### config.mk
export PLATFORM = sky130hd
export DESIGN_NAME = nios_memoria_arbiter
export DESIGN_NICKNAME = d
export VERILOG_FILES = /design/src/rtl/nios_memoria_arb_pkg.sv /design/src/rtl/ram_grant_fsm.sv /design/src/rtl/nios_memoria_arbiter.sv
export SDC_FILE = /design/constraint.sdc
export NUM_CORES = 1
export LEC_CHECK = 0
export ABC_CLOCK_PERIOD_IN_PS = 2600
export BUFFER_PORTS_ARGS = -buffer_cell sky130_fd_sc_hd__buf_2
export CORE_AREA = 2 2 95 97
export CTS_BUF_LIST = sky130_fd_sc_hd__clkbuf_8
export DETAILED_ROUTE_END_ITERATION = 10
export DIE_AREA = 0 0 97 99
export GPL_TIMING_DRIVEN = 1
export MAX_ROUTING_LAYER = met4
export SLEW_MARGIN = 20
export SYNTH_ARGS = -nofsm -noshare
export SYNTH_HDL_FRONTEND = slang
export SYNTH_HIERARCHICAL = 1
export SYNTH_SLANG_ARGS = --single-unit
### constraint.sdc
create_clock -name clk -period 2.6 [get_ports clk]
set_input_delay 0.52 -clock clk [delete_from_list [all_inputs] [get_ports clk]]
set_output_delay 0.52 -clock clk [all_outputs]
set_load 0.01 [all_outputs]
### src/rtl/nios_memoria_arb_pkg.sv
// Shared types and defaults for the two-port on-chip RAM arbiter.
// Latency: n/a (declarations only).
// Backpressure: n/a.
package nios_memoria_arb_pkg;

    localparam int DEF_ADDR_W   = 10;
    localparam int DEF_DATA_W   = 32;
    localparam int DEF_BE_W     = DEF_DATA_W / 8;
    localparam int DEF_MAX_HOLD = 4;

    // Port identifiers as stored in last_owner.
    localparam logic PORT0 = 1'b0;
    localparam logic PORT1 = 1'b1;

    typedef enum logic [1:0] {
        IDLE = 2'd0,
        OWN0 = 2'd1,
        OWN1 = 2'd2
    } arb_state_t;

endpackage

### src/rtl/ram_grant_fsm.sv
// Owner FSM: round-robin grant between two requesters with a bounded hold count.
// Latency: grant is combinational from the current requests (zero-wait when free).
// Backpressure: a non-granted requester is stalled; an owner yields after MAX_HOLD accepts under contention.
module ram_grant_fsm
    import nios_memoria_arb_pkg::*;
#(
    parameter int MAX_HOLD = DEF_MAX_HOLD
) (
    input  logic clk,
    input  logic reset_n,
    input  logic req0,
    input  logic req1,
    output logic grant0,
    output logic grant1
);

    localparam int HOLD_W = $clog2(MAX_HOLD + 1);
    localparam logic [HOLD_W-1:0] HOLD_LIM = HOLD_W'(MAX_HOLD);

    arb_state_t        state;
    arb_state_t        state_nxt;
    logic              last_owner;
    logic              last_owner_nxt;
    logic [HOLD_W-1:0] hold_cnt;
    logic [HOLD_W-1:0] hold_cnt_nxt;
    logic              hold_ok;

    // Owner state, fairness history and hold counter; s0 wins the first contention.
    always_ff @(posedge clk or negedge reset_n) begin
        if (!reset_n) begin
            state      <= IDLE;
            last_owner <= PORT1;
            hold_cnt   <= '0;
        end else begin
            state      <= state_nxt;
            last_owner <= last_owner_nxt;
            hold_cnt   <= hold_cnt_nxt;
        end
    end

    // Grant decision and next-state; every grant is an accept since grant implies request.
    always_comb begin
        grant0         = 1'b0;
        grant1         = 1'b0;
        state_nxt      = IDLE;
        last_owner_nxt = last_owner;
        hold_cnt_nxt   = hold_cnt;
        hold_ok        = (hold_cnt < HOLD_LIM);

        unique case (state)
            IDLE: begin
                if (req0 && req1) begin
                    if (last_owner == PORT1) grant0 = 1'b1;
                    else                     grant1 = 1'b1;
                end else if (req0) begin
                    grant0 = 1'b1;
                end else if (req1) begin
                    grant1 = 1'b1;
                end
            end
            OWN0: begin
                if (req0 && (!req1 || hold_ok)) grant0 = 1'b1;
                else if (req1)                  grant1 = 1'b1;
            end
            OWN1: begin
                if (req1 && (!req0 || hold_ok)) grant1 = 1'b1;
                else if (req0)                  grant0 = 1'b1;
            end
            default: begin
            end
        endcase

        if (grant0) begin
            state_nxt = OWN0;
            if (state != OWN0) begin
                hold_cnt_nxt   = HOLD_W'(1);
                last_owner_nxt = PORT0;
            end else if (hold_ok) begin
                hold_cnt_nxt = hold_cnt + 1'b1;
            end
        end else if (grant1) begin
            state_nxt = OWN1;
            if (state != OWN1) begin
                hold_cnt_nxt   = HOLD_W'(1);
                last_owner_nxt = PORT1;
            end else if (hold_ok) begin
                hold_cnt_nxt = hold_cnt + 1'b1;
            end
        end
    end

endmodule

### src/rtl/nios_memoria_arbiter.sv
// Shares one single-port 1-cycle-latency RAM between the Nios data master (s0) and the pong engine (s1).
// Latency: zero-wait request path; readdatavalid one cycle after the accepted read.
// Backpressure: waitrequest to the non-granted requester only; read responses never stall.
module nios_memoria_arbiter
    import nios_memoria_arb_pkg::*;
#(
    parameter int ADDR_W   = DEF_ADDR_W,
    parameter int DATA_W   = DEF_DATA_W,
    parameter int BE_W     = DEF_BE_W,
    parameter int MAX_HOLD = DEF_MAX_HOLD
) (
    input  logic              clk,
    input  logic              reset_n,

    input  logic [ADDR_W-1:0] s0_address,
    input  logic [BE_W-1:0]   s0_byteenable,
    input  logic              s0_read,
    input  logic              s0_write,
    input  logic [DATA_W-1:0] s0_writedata,
    output logic              s0_waitrequest,
    output logic [DATA_W-1:0] s0_readdata,
    output logic              s0_readdatavalid,

    input  logic [ADDR_W-1:0] s1_address,
    input  logic [BE_W-1:0]   s1_byteenable,
    input  logic              s1_read,
    input  logic              s1_write,
    input  logic [DATA_W-1:0] s1_writedata,
    output logic              s1_waitrequest,
    output logic [DATA_W-1:0] s1_readdata,
    output logic              s1_readdatavalid,

    output logic [ADDR_W-1:0] m_address,
    output logic [BE_W-1:0]   m_byteenable,
    output logic              m_chipselect,
    output logic              m_write,
    output logic [DATA_W-1:0] m_writedata,
    input  logic [DATA_W-1:0] m_readdata
);

    logic req0;
    logic req1;
    logic grant0;
    logic grant1;
    logic rvalid0;
    logic rvalid1;

    assign req0 = s0_read | s0_write;
    assign req1 = s1_read | s1_write;

    ram_grant_fsm #(
        .MAX_HOLD (MAX_HOLD)
    ) u_grant_fsm (
        .clk     (clk),
        .reset_n (reset_n),
        .req0    (req0),
        .req1    (req1),
        .grant0  (grant0),
        .grant1  (grant1)
    );

    assign s0_waitrequest = req0 & ~grant0;
    assign s1_waitrequest = req1 & ~grant1;

    // s0 is the default mux leg; chipselect alone marks an idle RAM cycle.
    assign m_chipselect = grant0 | grant1;
    assign m_address    = grant1 ? s1_address    : s0_address;
    assign m_byteenable = grant1 ? s1_byteenable : s0_byteenable;
    assign m_writedata  = grant1 ? s1_writedata  : s0_writedata;
    assign m_write      = grant1 ? s1_write      : (grant0 & s0_write);

    // Response steering: remember which port issued a pure read last cycle (read+write counts as write).
    always_ff @(posedge clk or negedge reset_n) begin
        if (!reset_n) begin
            rvalid0 <= 1'b0;
            rvalid1 <= 1'b0;
        end else begin
            rvalid0 <= grant0 & s0_read & ~s0_write;
            rvalid1 <= grant1 & s1_read & ~s1_write;
        end
    end

    assign s0_readdatavalid = rvalid0;
    assign s1_readdatavalid = rvalid1;
    assign s0_readdata      = m_readdata;
    assign s1_readdata      = m_readdata;

endmodule

==> flow_results.xml <==
<?xml version="1.0" encoding="UTF-8"?>
<metrics>
  <group name="global_routing">
    <metric name="grt_pass1_vias" unit="">1530</metric>
    <metric name="globalRouteTotalUtil" unit="">0.1022</metric>
    <metric name="antenna_violations_before_repair" unit="">0</metric>
    <metric name="global_route_wire_length_before_repair" unit="mm">7.686</metric>
    <metric name="overflow" unit="">0</metric>
    <metric name="grt_max_degree" unit="">17</metric>
  </group>
  <group name="worst_setup_path">
    <metric name="critPathRequiredTime" unit="ps">2080</metric>
    <metric name="crit_path_end_kind" unit="">primary output</metric>
    <metric name="worst-path-max-fanout" unit="">8</metric>
    <metric name="critPathArrivalTime" unit="ps">2030</metric>
    <metric name="setup.worst_path.start_class" unit="">flop</metric>
    <metric name="setup.worst_path.class" unit="">reg -&gt; out</metric>
  </group>
  <group name="yosys">
    <metric name="synth.top_cell.area_share" unit="">0.3792</metric>
    <metric name="yosys-top-cells-count" unit="">sky130_fd_sc_hd__buf_4 (65), sky130_fd_sc_hd__mux2_4 (45), sky130_fd_sc_hd__dfrtp_1 (7), sky130_fd_sc_hd__nand2_1 (7)</metric>
    <metric name="avgSynthCellArea" unit="sq um">10.24</metric>
    <metric name="post-synth-top-count-cell" unit="">sky130_fd_sc_hd__buf_4</metric>
    <metric name="synthesis.area" unit="sq um">1782</metric>
    <metric name="postSynthCellCount" unit="">174</metric>
    <metric name="synth_async_sr_flop_share" unit="">1.000</metric>
    <metric name="synth_enable_flop_cells" unit="">0</metric>
    <metric name="synth_area_leader_cell" unit="">sky130_fd_sc_hd__mux2_4</metric>
    <metric name="postSynthRegisterBits" unit="">8</metric>
    <metric name="synth.top_cells.by_area" unit="">sky130_fd_sc_hd__mux2_4 (38%), sky130_fd_sc_hd__buf_4 (27%), sky130_fd_sc_hd__dfrtp_1 (9.8%), sky130_fd_sc_hd__buf_12 (4.5%), sky130_fd_sc_hd__nor2b_1 (1.8%)</metric>
    <metric name="postSynthNetCount" unit="">305</metric>
    <metric name="synth.yosys.seq_area_share" unit="">0.1131</metric>
    <metric name="number_of_distinct_library_cells_after_synthesis" unit="">33</metric>
    <metric name="yosys_most_used_dff" unit="">sky130_fd_sc_hd__dfrtp_1</metric>
    <metric name="yosys_warning_count" unit="">6</metric>
  </group>
  <group name="detailed_routing">
    <metric name="ant_nets" unit="">0</metric>
    <metric name="post-route-drc-count" unit="">0</metric>
    <metric name="initialDrtViolationCount" unit="">32</metric>
    <metric name="route.vias.total" unit="">1546</metric>
    <metric name="wl_per_cell" unit="um">13.97</metric>
    <metric name="finalWirelength" unit="mm">5.296</metric>
    <metric name="drt_pass1_iterations" unit="">4</metric>
    <metric name="via_per_inst" unit="">4.079</metric>
  </group>
  <group name="sta">
    <metric name="period_share" unit="">0.9807</metric>
    <metric name="finalMaxSlewViolations" unit="">0</metric>
    <metric name="hold_viol" unit="">0</metric>
    <metric name="fmaxAchievable" unit="GHz">0.3922</metric>
    <metric name="tightestPinTransition" unit="ps">326.5</metric>
    <metric name="finalCriticalPeriod" unit="ps">2550</metric>
    <metric name="slew_headroom" unit="">0.7796</metric>
    <metric name="setup-violations-final" unit="">0</metric>
    <metric name="fin_worst_skew" unit="ps">1.455</metric>
    <metric name="rsz_0062_raised_after_global_routing" unit="">yes</metric>
    <metric name="fin_ws" unit="ps">50.28</metric>
    <metric name="finalSetupTns" unit="ps">0</metric>
  </group>
  <group name="clock_network">
    <metric name="numCtsBuffers" unit="">3</metric>
    <metric name="clock-sinks" unit="">8</metric>
    <metric name="cts_hold_buf" unit="">0</metric>
    <metric name="htree_num_levels" unit="">1</metric>
    <metric name="tritoncts" unit="">built</metric>
    <metric name="clockBufferDepth" unit="">2</metric>
    <metric name="clockRootBuffer" unit="">sky130_fd_sc_hd__clkbuf_8</metric>
    <metric name="clock_latency" unit="ps">230</metric>
    <metric name="worst_setup_hold_path_clk_slew" unit="ps">40</metric>
  </group>
  <group name="die">
    <metric name="die_area" unit="sq um">9603</metric>
    <metric name="floorplan.initialDensity" unit="">0.2084</metric>
    <metric name="die_height" unit="um">99</metric>
    <metric name="die_width" unit="um">97</metric>
    <metric name="pin_count" unit="">246</metric>
    <metric name="floorplan.core_area" unit="sq um">8551</metric>
    <metric name="floorplan.rows" unit="">34</metric>
  </group>
  <group name="layout">
    <metric name="layout-drive-gt1-share" unit="">0.8339</metric>
    <metric name="post-route-util" unit="">0.2861</metric>
    <metric name="multiInputGateArea" unit="sq um">993.5</metric>
    <metric name="final_cells" unit="">379</metric>
    <metric name="final-seq-area" unit="sq um">201.4</metric>
    <metric name="final.fill_count" unit="">901</metric>
    <metric name="final_net_count" unit="">403</metric>
    <metric name="antenna_cells_inserted" unit="">0</metric>
    <metric name="postLayoutCellArea" unit="sq um">2446</metric>
    <metric name="synthToLayoutAreaGrowth" unit="%">37.29</metric>
  </group>
  <group name="power">
    <metric name="cellLeakagePower" unit="nW">1.351</metric>
    <metric name="peakVddDrop" unit="mV">0.5668</metric>
    <metric name="power.density_cell_area" unit="nW/um^2">1035</metric>
  </group>
  <group name="place">
    <metric name="detailedPlace.worstSlack" unit="ps">111.1</metric>
    <metric name="placed_cell_count" unit="">370</metric>
    <metric name="dpl-instance-area" unit="sq um">2193</metric>
    <metric name="dpl.hpwl" unit="mm">4.609</metric>
    <metric name="place.port_buffers" unit="">149</metric>
    <metric name="finalWeightedCongestion" unit="">0.9825</metric>
  </group>
  <group name="run_status">
    <metric name="run_status" unit="">finished, final reports clean</metric>
  </group>
  <group name="flow_run">
    <metric name="max-cap-violations" unit="">0</metric>
  </group>
  <group name="hold_path">
    <metric name="hold_path.class" unit="">in -&gt; async</metric>
  </group>
</metrics>
## power breakdown
group / total (mW) / switching (mW) / internal, mW
Combinational: 2.17 / 0.871 / 1.30
Sequential: 0.209 / 0.0311 / 0.178
Clock: 0.154 / 0.0518 / 0.102
Total: 2.53 / 0.954 / 1.58
## layout make-up
cell class	count	area share
flip-flops and latches	8	0.08235
inverters	4	0.006138
clock inverters	1	0.001535
well taps	108	0.05524
multi-input cells	89	0.4061
clock buffers	3	0.01688
repair buffers	166	0.4317
## path summary, 6_finish.rpt
kind | from | to | slack (ps) | cells after the start
worst max-delay path | u_grant_fsm/state[1]$_DFF_PN0_ | m_writedata[14] | 50 | 9
worst min-delay path | reset_n | u_grant_fsm/hold_cnt[1]$_DFFE_PN0P_ | 120 | 1
worst max register to register | u_grant_fsm/state[1]$_DFF_PN0_ | u_grant_fsm/hold_cnt[0]$_DFFE_PN0P_ | 1000 | 5
worst min register to register | u_grant_fsm/hold_cnt[1]$_DFFE_PN0P_ | u_grant_fsm/hold_cnt[1]$_DFFE_PN0P_ | 560 | 2
max in group asynchronous | reset_n | u_grant_fsm/last_owner$_DFFE_PN1P_ | 2240 | 1
min in group clk | s0_write | s0_readdatavalid$_DFF_PN0_ | 460 | 2
## state kept, by name (all words and copies together), names as in the netlist
signal and count:
s0_readdatavalid 1, u_grant_fsm/last_owner 1, u_grant_fsm/hold_cnt 3, u_grant_fsm/state 2, s1_readdatavalid 1
## metrics by stage
stage,hold WS [ps],power (mW)
floorplan,224.4,1.704
global route,127.3,2.700
detailed placement,369.1,2.079
CTS,119.3,2.300
finish,123.9,2.532
global placement,365.5,2.051
## layer usage
metal  wire length, um  global-route usage  vias up
met1              1954              0.1110      686
met2              2630              0.1608      125
met4                59             0.04117        0
li1                  -                   -      729
met3               651             0.04965        6
met5                 0                   -        -
## cell families after synthesis
kind of cell / Yosys count / synth area share
adders and majority gates: 1 / 0.007021
and+or+nand+nor: 23 / 0.07234
muxes: 47 / 0.3919
AOI/OAI and AO/OA: 18 / 0.07093
buffers and inverters: 77 / 0.3448
DFF: 8 / 0.1131
## worst max-delay path, cell delays in order, from the launching register on
cell                        delay, ps
sky130_fd_sc_hd__dfrtp_1          410
sky130_fd_sc_hd__buf_6            140
sky130_fd_sc_hd__inv_2             40
sky130_fd_sc_hd__o211ai_1          80
sky130_fd_sc_hd__buf_4            160
sky130_fd_sc_hd__a31oi_4          200
sky130_fd_sc_hd__buf_12           170
sky130_fd_sc_hd__clkbuf_16        160
sky130_fd_sc_hd__mux2_4           310
sky130_fd_sc_hd__buf_6            120
## placed cells by master (no fill, tap or decap), types with 2 or more instances in the layout
cell,n
sky130_fd_sc_hd__or2_2,3
sky130_fd_sc_hd__nand2_1,7
sky130_fd_sc_hd__nor2b_1,4
sky130_fd_sc_hd__nor3_1,2
sky130_fd_sc_hd__mux2_2,2
sky130_fd_sc_hd__buf_6,20
sky130_fd_sc_hd__o21ai_0,5
sky130_fd_sc_hd__dfrtp_1,7
sky130_fd_sc_hd__buf_4,11
sky130_fd_sc_hd__buf_2,131
sky130_fd_sc_hd__clkbuf_8,3
sky130_fd_sc_hd__mux2_4,45
sky130_fd_sc_hd__a211oi_1,2
sky130_fd_sc_hd__buf_12,2
sky130_fd_sc_hd__inv_1,4
## what timing repair did
action                     in CTS  in global routing
gates cloned                    0                  1
buffers inserted                2                  2
pin swaps                       2                  1
resized for setup               1                 25
setup endpoints to repair      39                 43
Note: power is estimated with default switching activity, not from simulation.
